## config.mk

```make
export PLATFORM = sky130hd
export DESIGN_NAME = wb_frame_reader_flat
export DESIGN_NICKNAME = d
export VERILOG_FILES = /design/src/rtl/wb_frame_pkg.sv /design/src/rtl/wshb_if.sv /design/src/rtl/wb_sync_fifo.sv /design/src/rtl/wb_frame_reader.sv /design/src/flat_wrapper.sv
export SDC_FILE = /design/constraint.sdc
export NUM_CORES = 1
export LEC_CHECK = 0
export CORE_MARGIN = 2
export CORE_UTILIZATION = 53
export CTS_BUF_LIST = sky130_fd_sc_hd__clkbuf_4 sky130_fd_sc_hd__clkbuf_8 sky130_fd_sc_hd__clkbuf_16
export DETAILED_ROUTE_END_ITERATION = 8
export PLACE_DENSITY = 0.76
export SYNTH_ARGS = -nofsm -noshare
export SYNTH_HDL_FRONTEND = slang
export SYNTH_SLANG_ARGS = --single-unit
```

## constraint.sdc

```tcl
create_clock -name clk -period 4.2 [get_ports clk]
set_input_delay 0.63 -clock clk [delete_from_list [all_inputs] [get_ports clk]]
set_output_delay 0.63 -clock clk [all_outputs]
set_load 0.02 [all_outputs]
```

## src/rtl/wb_frame_pkg.sv

```systemverilog
// wb_frame_pkg: shared FSM state type and Wishbone constants for the frame reader
package wb_frame_pkg;
  typedef enum logic [1:0] {IDLE, REQ, RETRY, WAIT} state_t;
  localparam int WB_DW = 32;
  localparam logic [3:0] WB_SEL_ALL = 4'hF;
endpackage

```

## src/rtl/wshb_if.sv

```systemverilog
// wshb_if: Wishbone classic bundle (clk, rst, cyc, stb, we, adr, sel, dat_ms, dat_sm, ack, err, rty) with master/slave modports
interface wshb_if (
  input logic clk,
  input logic rst
);
  logic                           cyc;
  logic                           stb;
  logic                           we;
  logic [31:0]                    adr;
  logic [3:0]                     sel;
  logic [wb_frame_pkg::WB_DW-1:0] dat_ms;
  logic [wb_frame_pkg::WB_DW-1:0] dat_sm;
  logic                           ack;
  logic                           err;
  logic                           rty;
  modport master (input clk, rst, dat_sm, ack, err, rty, output cyc, stb, we, adr, sel, dat_ms);
  modport slave (input clk, rst, cyc, stb, we, adr, sel, dat_ms, output dat_sm, ack, err, rty);
endinterface

```

## src/rtl/wb_sync_fifo.sv

```systemverilog
// wb_sync_fifo: first-word-fall-through sync FIFO; in clk, rst, push, din, pop; out dout (0 when empty), empty, full, count
module wb_sync_fifo #(
  parameter int DW = 32,
  parameter int AW = 4
) (
  input  logic          clk,
  input  logic          rst,
  input  logic          push,
  input  logic [DW-1:0] din,
  input  logic          pop,
  output logic [DW-1:0] dout,
  output logic          empty,
  output logic          full,
  output logic [AW:0]   count
);
  localparam int DEPTH = 1 << AW;
  logic [DW-1:0] mem [DEPTH];
  logic [AW-1:0] wptr, rptr;
  logic          wr, rd;
  always_comb begin
    empty = count == '0;
    full  = count == (AW+1)'(DEPTH);
    wr    = push && !full;
    rd    = pop && !empty;
    dout  = empty ? '0 : mem[rptr];
  end
  always_ff @(posedge clk)
    if (wr) mem[wptr] <= din;
  always_ff @(posedge clk) begin
    if (rst) begin
      wptr  <= '0;
      rptr  <= '0;
      count <= '0;
    end else begin
      wptr  <= wr ? wptr + 1'b1 : wptr;
      rptr  <= rd ? rptr + 1'b1 : rptr;
      count <= count + (AW+1)'(wr) - (AW+1)'(rd);
    end
  end
endmodule

```

## src/rtl/wb_frame_reader.sv

```systemverilog
// wb_frame_reader: Wishbone master streaming NWORDS words from base_adr into a FIFO; ports wb_m, start, base_adr, busy, done, error, pix_data/valid/ready
module wb_frame_reader
  import wb_frame_pkg::*;
#(
  parameter int NWORDS  = 1024,
  parameter int FIFO_AW = 4,
  parameter int MAX_RTY = 7
) (
  wshb_if.master           wb_m,
  input  logic             start,
  input  logic [31:0]      base_adr,
  output logic             busy,
  output logic             done,
  output logic             error,
  output logic [WB_DW-1:0] pix_data,
  output logic             pix_valid,
  input  logic             pix_ready
);
  localparam int DEPTH = 1 << FIFO_AW;
  localparam int CW    = $clog2(NWORDS + 1);
  localparam int RW    = $clog2(MAX_RTY + 2);
  logic             clk, rst;
  state_t           state, state_n;
  logic [31:0]      adr;
  logic [CW-1:0]    cnt;
  logic [RW-1:0]    rtry;
  logic             cyc, stb, ack_ok, rty_ok, abort, last, fills, pop, empty, full;
  logic [FIFO_AW:0] fcount;
  assign clk = wb_m.clk;
  assign rst = wb_m.rst;
  assign wb_m.cyc    = cyc;
  assign wb_m.stb    = stb;
  assign wb_m.we     = 1'b0;
  assign wb_m.adr    = adr;
  assign wb_m.sel    = WB_SEL_ALL;
  assign wb_m.dat_ms = '0;
  assign pix_valid   = !empty;
  assign pop         = pix_valid && pix_ready;
  always_comb begin
    abort  = stb && (wb_m.err || (wb_m.rty && rtry == RW'(MAX_RTY)));
    rty_ok = stb && wb_m.rty && !abort;
    ack_ok = stb && wb_m.ack && !wb_m.err && !wb_m.rty;
    last   = cnt == CW'(NWORDS - 1);
    fills  = fcount == (FIFO_AW+1)'(DEPTH - 1) && !pop;
  end
  always_ff @(posedge clk)
    state <= rst ? IDLE : state_n;
  always_comb begin
    state_n = state;
    case (state)
      IDLE:    state_n = start ? (full ? WAIT : REQ) : IDLE;
      WAIT:    state_n = full ? WAIT : REQ;
      REQ:     state_n = abort ? IDLE : rty_ok ? RETRY : ack_ok ? (last ? IDLE : fills ? WAIT : REQ) : REQ;
      RETRY:   state_n = REQ;
      default: state_n = IDLE;
    endcase
  end
  always_comb begin
    cyc  = state == REQ || state == RETRY;
    stb  = state == REQ;
    busy = state != IDLE;
  end
  always_ff @(posedge clk) begin
    if (rst) begin
      adr   <= '0;
      cnt   <= '0;
      rtry  <= '0;
      error <= 1'b0;
      done  <= 1'b0;
    end else begin
      done <= ack_ok && last;
      if (state == IDLE && start) begin
        adr   <= base_adr & ~32'h3;
        cnt   <= '0;
        rtry  <= '0;
        error <= 1'b0;
      end
      if (abort) error <= 1'b1;
      if (rty_ok) rtry <= rtry + 1'b1;
      if (ack_ok) begin
        adr  <= adr + 32'd4;
        cnt  <= cnt + 1'b1;
        rtry <= '0;
      end
    end
  end
  wb_sync_fifo #(.DW(WB_DW), .AW(FIFO_AW)) u_fifo (
    .clk   (clk),
    .rst   (rst),
    .push  (ack_ok),
    .din   (wb_m.dat_sm),
    .pop   (pop),
    .dout  (pix_data),
    .empty (empty),
    .full  (full),
    .count (fcount)
  );
endmodule

```

## src/flat_wrapper.sv

```systemverilog
// flat-port wrapper written by rule: the top's interface ports become plain ports
module wb_frame_reader_flat import wb_frame_pkg::*;
#(
  parameter int NWORDS  = 1024,
  parameter int FIFO_AW = 4,
  parameter int MAX_RTY = 7
)
  (start, base_adr, busy, done, error, pix_data, pix_valid, pix_ready, clk, rst, wb_m_dat_sm, wb_m_ack, wb_m_err, wb_m_rty, wb_m_cyc, wb_m_stb, wb_m_we, wb_m_adr, wb_m_sel, wb_m_dat_ms);
  wshb_if wb_m_i (.clk(clk), .rst(rst));
  input  logic start;
  input  logic [31:0] base_adr;
  output logic busy;
  output logic done;
  output logic error;
  output logic [WB_DW-1:0] pix_data;
  output logic pix_valid;
  input  logic pix_ready;
  input wire logic clk;
  input wire logic rst;
  input wire logic [$bits(wb_m_i.dat_sm)-1:0] wb_m_dat_sm;
  input wire logic [$bits(wb_m_i.ack)-1:0] wb_m_ack;
  input wire logic [$bits(wb_m_i.err)-1:0] wb_m_err;
  input wire logic [$bits(wb_m_i.rty)-1:0] wb_m_rty;
  output wire logic [$bits(wb_m_i.cyc)-1:0] wb_m_cyc;
  output wire logic [$bits(wb_m_i.stb)-1:0] wb_m_stb;
  output wire logic [$bits(wb_m_i.we)-1:0] wb_m_we;
  output wire logic [$bits(wb_m_i.adr)-1:0] wb_m_adr;
  output wire logic [$bits(wb_m_i.sel)-1:0] wb_m_sel;
  output wire logic [$bits(wb_m_i.dat_ms)-1:0] wb_m_dat_ms;
  assign wb_m_i.dat_sm = wb_m_dat_sm;
  assign wb_m_i.ack = wb_m_ack;
  assign wb_m_i.err = wb_m_err;
  assign wb_m_i.rty = wb_m_rty;
  assign wb_m_cyc = wb_m_i.cyc;
  assign wb_m_stb = wb_m_i.stb;
  assign wb_m_we = wb_m_i.we;
  assign wb_m_adr = wb_m_i.adr;
  assign wb_m_sel = wb_m_i.sel;
  assign wb_m_dat_ms = wb_m_i.dat_ms;
  wb_frame_reader #(.NWORDS(NWORDS), .FIFO_AW(FIFO_AW), .MAX_RTY(MAX_RTY)) u_core (.wb_m(wb_m_i), .start(start), .base_adr(base_adr), .busy(busy), .done(done), .error(error), .pix_data(pix_data), .pix_valid(pix_valid), .pix_ready(pix_ready));
endmodule
```

After elaboration in Yosys (flattened, before gate mapping). Memory sizes are Yosys's and may differ from the RTL's. A register that Yosys moved wholly into a read port is not among the register bits. Index checks and enable logic that the tools add are counted.

Add/subtract/negate cells: 7. Equality and inequality tests: 7. Multiplexer cells: 21. Reduce and logical (&&, ||, !) cells: 28.

Operators with widths (count): 2-to-1 mux 32 bit (3); adder 32 x 3 -> 32 bit (second input constant) (1); 2-to-1 mux 11 bit (2); 2-to-1 mux 4 bit (4); 2-to-1 mux 2 bit (7); logical AND 1 bit (13); adder 4 x 1 -> 4 bit (second input constant) (3); adder 11 x 1 -> 11 bit (second input constant) (1); equality test 11 x 10 -> 1 bit (second input constant) (1); case mux 2 bit (4 select lines) (1); nonzero test 2 bit (4); zero test 1 bit (6); adder 5 x 1 -> 5 bit (1); equality test 5 x 4 -> 1 bit (second input constant) (1); equality test 5 bit (second input constant) (1); zero test 5 bit (1); subtractor 5 x 1 -> 5 bit (1); equality test 2 bit (second input constant) (2); equality test 4 x 3 -> 1 bit (second input constant) (1); 2-to-1 mux 1 bit (4); equality test 2 x 1 -> 1 bit (second input constant) (1); zero test 2 bit (1); logical OR 1 bit (2); OR reduction 2 bit (1).

Register bits after elaboration: 64. Bits in writable memories: 512. Bits of input ports: 71. Output and inout port bits: 107. Logic and storage cells: 73. Memories: 1.

Memory list: u_core.u_fifo.mem (words 16, width 32, rd ports 1, clocked after memory_dff 1, wr ports 1, line wb_sync_fifo.sv:17) `logic [DW-1:0] mem [DEPTH];`.

Logic depth before layout (Yosys ltp). Gate-level depths: netlist (run 1).

Word-level depth: 11. Gate-level depth with buffers: 14. Gate-level depth less buffers: 13.

Cells and area by module. A second synthesis (run 1) with hierarchy kept.

Cells, all modules: 1287. Area total of the unflattened synthesis: 23430.0 µm².

Modules (own cells, without submodules): wb_sync_fifo (instances 1, cells each 897, area each 20261.9 µm², seq. area each 15715.1 µm²); wb_frame_reader (instances 1, cells each 390, area each 3168.0 µm², seq. area each 980.9 µm²).

Worst setup path after synthesis (run 1). No wires, ideal clock.

Path kind: reg2reg. Start point: register u_core.state[1]. End point: memory u_core.u_fifo.mem[3][0], enable pin. Library setup time: 0.461 ns. Data arrival time: 3.778 ns. Data required time: 3.739 ns. Slack: -0.039 ns. Stages on the path, launching flop included: 8. Path buffers: 1. Period minus slack after synthesis: 4.239 ns. Cells stage by stage: dfxtp_1 -> inv_1 -> ha_1 -> nand4bb_1 -> buf_2 -> a31oi_2 -> nand2_1 -> nor3_1.

Word-level cells in the longest chain between the ends: 7.

Ends and longest elaborated chain: start, declared (line wb_frame_reader.sv:23) `state_t state, state_n;`; start signal, assigned (line wb_frame_reader.sv:47) `state <= rst ? IDLE : state_n;`; equality test 2 x 1 -> 1 bit (line wb_frame_reader.sv:60) `stb = state == REQ;`; net wb_m_stb (line flat_wrapper.sv:25) `output wire logic [$bits(wb_m_i.stb)-1:0] wb_m_stb;`; logical AND 1 bit (3 in series) (line wb_frame_reader.sv:42) `ack_ok = stb && wb_m.ack && !wb_m.err && !wb_m.rty;`; logical AND 1 bit (line wb_sync_fifo.sv:23) `wr = push && !full;`; 2-to-1 mux 1 bit (line wb_sync_fifo.sv:28) `if (wr) mem[wptr] <= din;`; 2-to-1 mux 1 bit (not written as such) (line wb_sync_fifo.sv:28); end, declared (line wb_sync_fifo.sv:17).

The timed path passes the listed nets, and every way through them passes these cells.

Worst setup path after layout (run 1).
Start point: register u_core.u_fifo.count[2]. End point: output pix_data[0].

Word-level cells in the longest chain between the ends: 2.

Ends and longest elaborated chain: start, declared (line wb_sync_fifo.sv:14) `output logic [AW:0] count`; start signal, assigned (line wb_sync_fifo.sv:37) `count <= count + (AW+1)'(wr) - (AW+1)'(rd);`; zero test 5 bit (line wb_sync_fifo.sv:21) `empty = count == '0;`; 2-to-1 mux 32 bit (line wb_sync_fifo.sv:25) `dout = empty ? '0 : mem[rptr];`; end, declared (line flat_wrapper.sv:15) `output logic [WB_DW-1:0] pix_data;`.

No other way between the ends.

==> metrics.md, run 1 <==
| Metric | Value |
|---|---|
| Status | completed |
| Vias after detailed routing | around 12,000 |
| GRT met2 Usage | a little under two fifths |
| Filler Cells Inserted | about 3,000 |
| GRT Max-Usage Layer | met2 |
| Critical path arrival | 3.43 ns |
| Post-Syn Area | around 0.023 sq mm |
| Final wirelength | between 40,000 and 50,000 um |
| First-pass iteration count of the detailed router | 5 |
| Post-DRT Antenna Nets | 0 |
| Slew Limit Fails | 0 |
| Final worst-path cycle share | between 90% and 100% |
| Die Y | between 200 and 250 um |
| H-tree depth | 2 |
| TNS Setup | 0 ns |
| Primary FF master, synth | edfxtp_1 |
| Layout cells sized above 1 | 19.0% |
| RSZ-0062 raised after global routing | false |
| Clock buffer depth | 3 |
| Period minus WS final | 4.06 ns |
| CTS Buf Count | 56 |
| Lkg Pwr | about 8.5 nW |
| Routed vias/inst | just under 6 |
| Yosys Warn Count | 0 |
| Least-Margin Pin Slew | approximately 0.69 ns |
| Critical path endpoint category | output port |
| DR DRC count | 0 |
| Congestion Overflow GR | 0 |
| CTS sink count | between 500 and 600 |
| Final setup margin | between 0.1 and 0.15 ns |
| Worst Skew | 0.0331 ns |
| Hold violation total from the final report | 0 |
| Fin nets | around 1,500 |
| Hold_buf cts | 0 |
| Pre-CTS setup slack | 0.638 ns |
| GRT Total Usage | between 20 and 25% |
| Most common cell after layout, fill and taps aside | edfxtp_1 |
| Area growth syn-to-layout | 16.8% |
| Synth Register Bits | roughly 580 |
| Share of flip-flops with an asynchronous set or reset | 0% |
| Min-Delay Path Class | flop to flop |
| Worst-skew pair later-pin latency | roughly 0.6 ns |
| GP Congestion | 0.788 |
| Crit path kind | flop to output port |
| Initial core utilization | between 50% and 60% |
| Antenna violations before repair | 1 |
| Vias in the first global route | 12,700 |
| Worst VDD drop | a little over 0.0005 V |
| Iteration-0 DRC Markers | 1,155 |
| DIE AREA | 0.0456 sq mm |
| Seq/Total Area, Yosys | between 70% and 80% |
| Mean Syn Cell Area | 18.2 sq um |
| Most frequent cells in the layout | 512 x edfxtp_1, 135 x clkdlybuf4s50_1, 128 x mux4_2 |
| Met1 Use GR | between 30% and 40% |
| Required @ worst endpoint | 3.57 ns |
| Clk root buf | clkbuf_16 |
| Max Cap Viol | 0 |
| I/O pin count | around 180 |
| Yosys cell types | between 60 and 70 |
| Core Box Area | approximately 0.043 sq mm |
| Largest net degree at the start of global routing | 71 |
| DIE WIDTH | 214 um |
| Rel. slew slack | a little over half |
| Post-synth EDFFs | around 500 |
| Fmax | approximately 0.25 GHz |
| Global-route wire length before repair | 74,900 um |
| Post-DP HPWL | ~28,000 um |
| Post-synthesis cell count | ~1,300 |
| Final setup vio count | 0 |
| IO Port Bufs | roughly 140 |
| Critical Path Fanout Max | 19 |
| PwrDens | roughly 530 mW/mm^2 |
| Drt wl/cell | 23.8 um |
| Grt met3 use | about 3.5% |
| Site Rows | between 70 and 80 |
| Clk slew on worst S/H paths | approximately 0.060 ns |
| Total power | ~14 mW |
| CTS tree | built |
| Critical Path Start Type | flop |
==> worst max-delay path: stages, from the launching register on <==
cell	delay, ns
dfxtp_1	0.36
inv_1	0.08
ha_1	0.25
nand3b_1	0.28
nand2b_2	0.38
buf_4	0.38
o22ai_1	0.37
clkdlybuf4s50_1	0.69
==> timing repair <==
item	4_1_cts	5_1_grt
setup endpoints to repair	3	0
hold endpoints to repair	0	0
resized for setup	1	0
setup buffers	0	0
==> stage by stage <==
step	hold slack [ns]	cells	area [sq um]	utilization, %
floorplan	0.429	1314	23400	-
global route	0.495	2074	27200	63.0
detailed placement	0.453	1971	25500	59.1
global placement	0.444	1971	25500	59.1
finish	0.455	2075	27200	63.0
CTS	0.463	2074	27200	63.0
==> where the power goes <==
part           switching (mW)  internal, mW
Combinational            1.59          1.62
Sequential              0.182          6.33
Clock                    2.06          2.55
==> per-layer routing <==
layer / up-vias / routed length (um) / part of all wire, %
met5: - / 0 / 0
met4: 0 / 1020 / 2.1
met3: 87 / 3150 / 6.4
met2: 472 / 24700 / 50
met1: 6407 / 20400 / 41
li1: 5419 / - / -
==> registers in the layout (all words and copies together) (netlist names), named ones only <==
register and count:
u_core.error 1, u_core.u_fifo.count 5, u_core.cnt 11, u_core.wb_m.adr 30, u_core.state 2, u_core.done 1, u_core.rtry 4, u_core.u_fifo.wptr 4
u_core.u_fifo.mem 512, u_core.u_fifo.rptr 4
==> cell families (layout without fill, tap and decap cells) <==
group / after synthesis / count (layout) / share of synthesized area (%)
AND/OR/NAND/NOR: 218 / 218 / 4.83
multiplexers: 200 / 200 / 15.5
XOR/XNOR: 18 / 18 / 0.677
other: 2 / 40 / 0.0323
AO/OA/AOI/OAI: 128 / 128 / 3.51
flip-flops: 578 / 578 / 71.7
adder cells (fa/ha/maj): 20 / 20 / 1.11
buffers and inverters: 113 / 288 / 2.61
==> synthesized netlist by cell type, drive strengths merged, types with 7 or more instances <==
master    n  area [sq um]
a21oi    36           180
nand4    12          75.1
and3     10          62.6
ha       19           238
o22ai    33           206
mux2i    69           691
xor2     13           114
buf      68           438
nand2    52           195
o21ai    17          85.1
a31oi     7          50.1
nand3    25           143
mux4    128          2880
edfxtp  512         15400
nor2     62           248
inv      13          48.8
dfxtp    66          1320
nor3     19           106
clkbuf   32           120
nor4      9          77.6
==> layout make-up <==
type	instances	area, sq um	area share [%]
clock buffers	65	1470	5.40
well taps	585	732	2.69
repair buffers	172	1780	6.53
diodes	1	2.50	0.00920
multi-input cells	623	6250	23.0
clock inverters	38	209	0.768
flip-flops and latches	578	16700	61.4
inverters	13	48.8	0.179
==> final timing paths <==
path	slack (ns)	cells after the start	end	start
setup / recovery	0.14	7	pix_data[0]	u_core.u_fifo.count[2]
hold / removal	0.46	2	u_core.error	u_core.error
setup reg to reg	1.25	7	u_core.u_fifo.mem[7][20]	u_core.state[1]
hold reg to reg	0.46	2	u_core.error	u_core.error
No activity file was read; power rests on OpenSTA's default activity.
==> run 2, diff against run 1 <==
==> constraint.sdc (replaced) <==
create_clock -name clk -period 3.35 [get_ports clk]
set_input_delay 0.5025 -clock clk [delete_from_list [all_inputs] [get_ports clk]]
set_output_delay 0.5025 -clock clk [all_outputs]
set_load 0.02 [all_outputs]
==> run 2 against run 1 <==
  * Utilization rose by 1.2 points
  * Hold slack worse by 0.042 ns
  * First-iteration DRC count is 2.3% higher
  * Routed wire length is 3.8% higher
  * Sequential share of layout area shrank 1.2 points
  * Die area is the same
  * Critical path type unchanged
  * Register-to-register slack got worse by 0.56 ns
  * Clock skew fell by 0.00061 ns
  * Non-clock buffer count grew 20
==> metrics.md, run 2 (synthesized netlist as in run 1, its figures left out) <==
| Metric | Value |
|---|---|
| Post-DRT Antenna Nets | 0 (unchanged) |
| Pre-CTS setup slack | 0.337 ns (-0.301 ns) |
| End of the worst hold path | u_core.u_fifo.count[2] |
| Min-Delay Path Class | input port to flop |
| Crit path kind | flop to output port |
| Hold violation total from the final report | 0 (unchanged) |
| Period minus WS final | 3.24 ns |
| Final setup vio count | 0 (unchanged) |
| Most common cell after layout, fill and taps aside | edfxtp_1 |
| Critical Path Fanout Max | 13 (-6) |
| CP peak stage delay | 0.62 ns (-0.07 ns) |
| Path depth of the worst reg2reg path | 14 (+7) |
| Final setup margin | 0.106 ns (-0.0333 ns) |
| Core Box Area | 0.0432 sq mm (unchanged) |
| PwrDens | 670 mW/mm^2 (+27%) |
| Number of flip-flops in the largest register | 512 (unchanged) |
| Cell Area, Placed | 0.0257 sq mm (+0.74%) |
| Worst Skew | 0.0325 ns (-0.000613 ns) |
| Critical Path Start Type | flop |
| Crit-path cells | inv_1 -> ha_1 -> nand3b_1 -> nand2b_4 -> buf_4 -> o22ai_1 -> clkdlybuf4s50_1 |
| Vias in the first global route | 12,800 (+1.0%) |
| Global-route wire length before repair | 77,300 um (+3.1%) |
| Placed cells | 1,986 (+0.76%) |
| CP top delay family | buffers and inverters |
| Clk root buf | clkbuf_16 |
| Final std cells w/o fill | 2,098 (+1.1%) |
| DIE WIDTH | 214 um (unchanged) |
| First-pass iteration count of the detailed router | 5 (unchanged) |
| Initial core utilization | 53.9% (unchanged) |
| Required @ worst endpoint | 2.85 ns (-0.72 ns) |
| GRT Total Usage | 23.0% (+0.90 points) |
| Least-Margin Pin Slew | 0.659 ns (-0.0357 ns) |
| Iteration-0 DRC Markers | 1,181 (+2.3%) |
| Reg with most FFs | u_core.u_fifo.mem |
| Worst VDD drop | 0.000540 V (+5.7%) |
| Top Registers | u_core.u_fifo.mem (512), u_core.wb_m.adr (30), u_core.cnt (11) |
| Critical path endpoint category | output port |
| Reg2reg end | u_core.u_fifo.count[4] |
| CP max stage cell | clkdlybuf4s50_1 |
| Drt wl/cell | 24.4 um (+2.7%) |
| Final worst-path cycle share | 96.8% |
| WP buf/inv | 3 (unchanged) |
| Congestion Overflow GR | 0 (unchanged) |
| Fmax | 0.308 GHz |
| Rel. slew slack | 56.0% (+2.3 points) |
| Routed vias/inst | 6.00 (+0.51%) |
| DR DRC count | 0 (unchanged) |
| CTS tree | built |
| Post-DP HPWL | 28,800 um (+4.6%) |
| Clock buffer depth | 3 (unchanged) |
| Die Y | 214 um (unchanged) |
| I/O pin count | 178 (unchanged) |
| Most frequent cells in the layout | 512 x edfxtp_1, 128 x mux4_2, 104 x clkdlybuf4s50_1 |
| Status | completed |
| Antenna violations before repair | 2 (+1) |
| CTS Buf Count | 56 (unchanged) |
| Reg-to-reg slack, setup | 0.69 ns (-0.56 ns) |
| Hold Path Origin | rst |
| Worst hold path depth | 2 (unchanged) |
| Fin nets | 1,555 (+1.3%) |
| Slew Limit Fails | 0 (unchanged) |
| Critical path arrival | 2.74 ns (-0.69 ns) |
| Design area | 0.0277 sq mm (+1.9%) |
| IO Port Bufs | 136 (unchanged) |
| Final wirelength | 51,200 um (+3.8%) |
| DIE AREA | 0.0456 sq mm (unchanged) |
| CTS sink count | 578 (unchanged) |
| Total power | 18.6 mW (+30%) |
| Site Rows | 76 (unchanged) |
| RSZ-0062 raised after global routing | false |
| GP Congestion | 0.804 (+2.0%) |
| Layout cells sized above 1 | 21.0% (+2.0 points) |
| Worst-skew pair later-pin latency | 0.63 ns (+0.02 ns) |
| Area growth syn-to-layout | 19.1% |
| Vias after detailed routing | 12,600 (+1.6%) |
| Clk slew on worst S/H paths | 0.06 ns (about the same) |
| Lkg Pwr | 8.86 nW (+4.3%) |
| Max Cap Viol | 0 (unchanged) |
| H-tree depth | 2 (unchanged) |
| Worst reg2reg startpoint | u_core.u_fifo.count[2] |
| Largest net degree at the start of global routing | 53 (-25%) |
==> run 2: cell count changes in the layout (fill, tap and decap cells not counted), moves of 5 or more <==
cell / change
clkdlybuf4s50_1: -31
dlygate4sd2_1: +26
buf_4: +12
clkinv_1: -11
clkbuf_4: +7
clkinv_2: -6
buf_16: +5
bufinv_16: +5
dlymetal6s2s_1: +5
==> run 2: final cells by class <==
cell class	instances	area, sq um
Antenna cell	2	5.00
Timing Repair Buffer	192	2040
Multi-Input combinational cell	623	6270
Tap cell	585	732
Inverter	13	48.8
Clock buffer	72	1520
Sequential cell	578	16700
Fill cell	2962	15400
Clock inverter	33	393
==> run 2: worst max path at each step <==
| stage | from | end | slack [ns] | cells past startpoint |
|---|---|---|---|---|
| 4_1_cts | u_core.u_fifo.count[2] | pix_data[21] | 0.01 | 8 |
| 3_3_place_gp | wb_m_err | u_core.u_fifo.count[4] | 0.38 | 12 |
| 2_1_floorplan | u_core.state[1] | u_core.u_fifo.mem[7][0] | -0.03 | 7 |
| 6_report | u_core.u_fifo.count[2] | pix_data[5] | 0.11 | 7 |
| 3_5_place_dp | u_core.u_fifo.count[2] | pix_data[18] | 0.34 | 7 |
| 5_1_grt | u_core.u_fifo.count[2] | pix_data[5] | 0.002 | 7 |
==> run 2: what timing repair did <==
item / CTS / global route
gates cloned: 1 / 0
setup endpoints to repair: 32 / 5
hold buffers: 0 / 0
setup buffers: 4 / 0
pin swaps: 0 / 0
resized for setup: 35 / 5
endpoints found under the hold margin: 0 / 0
==> run 2: per-layer routing <==
| metal | global-route usage [%] | wire length, um | vias to the layer above | share of wire (%) |
|---|---|---|---|---|
| met2 | 38.8 | 26000 | 494 | 51 |
| li1 | - | - | 5467 | - |
| met5 | 0 | 12 | - | 0.023 |
| met1 | 31.5 | 21000 | 6545 | 41 |
| met4 | 5.63 | 886 | 2 | 1.7 |
| met3 | 4.20 | 3330 | 78 | 6.5 |
==> run 2: through the flow <==
| stage | utilization [%] | TNS, ns | hold WS [ns] |
|---|---|---|---|
| floorplan | - | -2.93 | 0.429 |
| global placement | 59.5 | 0 | 0.443 |
| detailed placement | 59.5 | 0 | 0.460 |
| CTS | 64.2 | 0 | 0.390 |
| global route | 64.2 | 0 | 0.394 |
| finish | 64.2 | 0 | 0.413 |
==> run 2: where the power goes <==
group | leakage (nW) | switching, mW | internal (mW) | total [mW]
sequential | 5.14 | 0.142 | 7.94 | 8.08
clock | 0.934 | 2.67 | 3.71 | 6.38
combinational | 2.79 | 2.12 | 2.01 | 4.12
total | 8.86 | 4.93 | 13.7 | 18.6
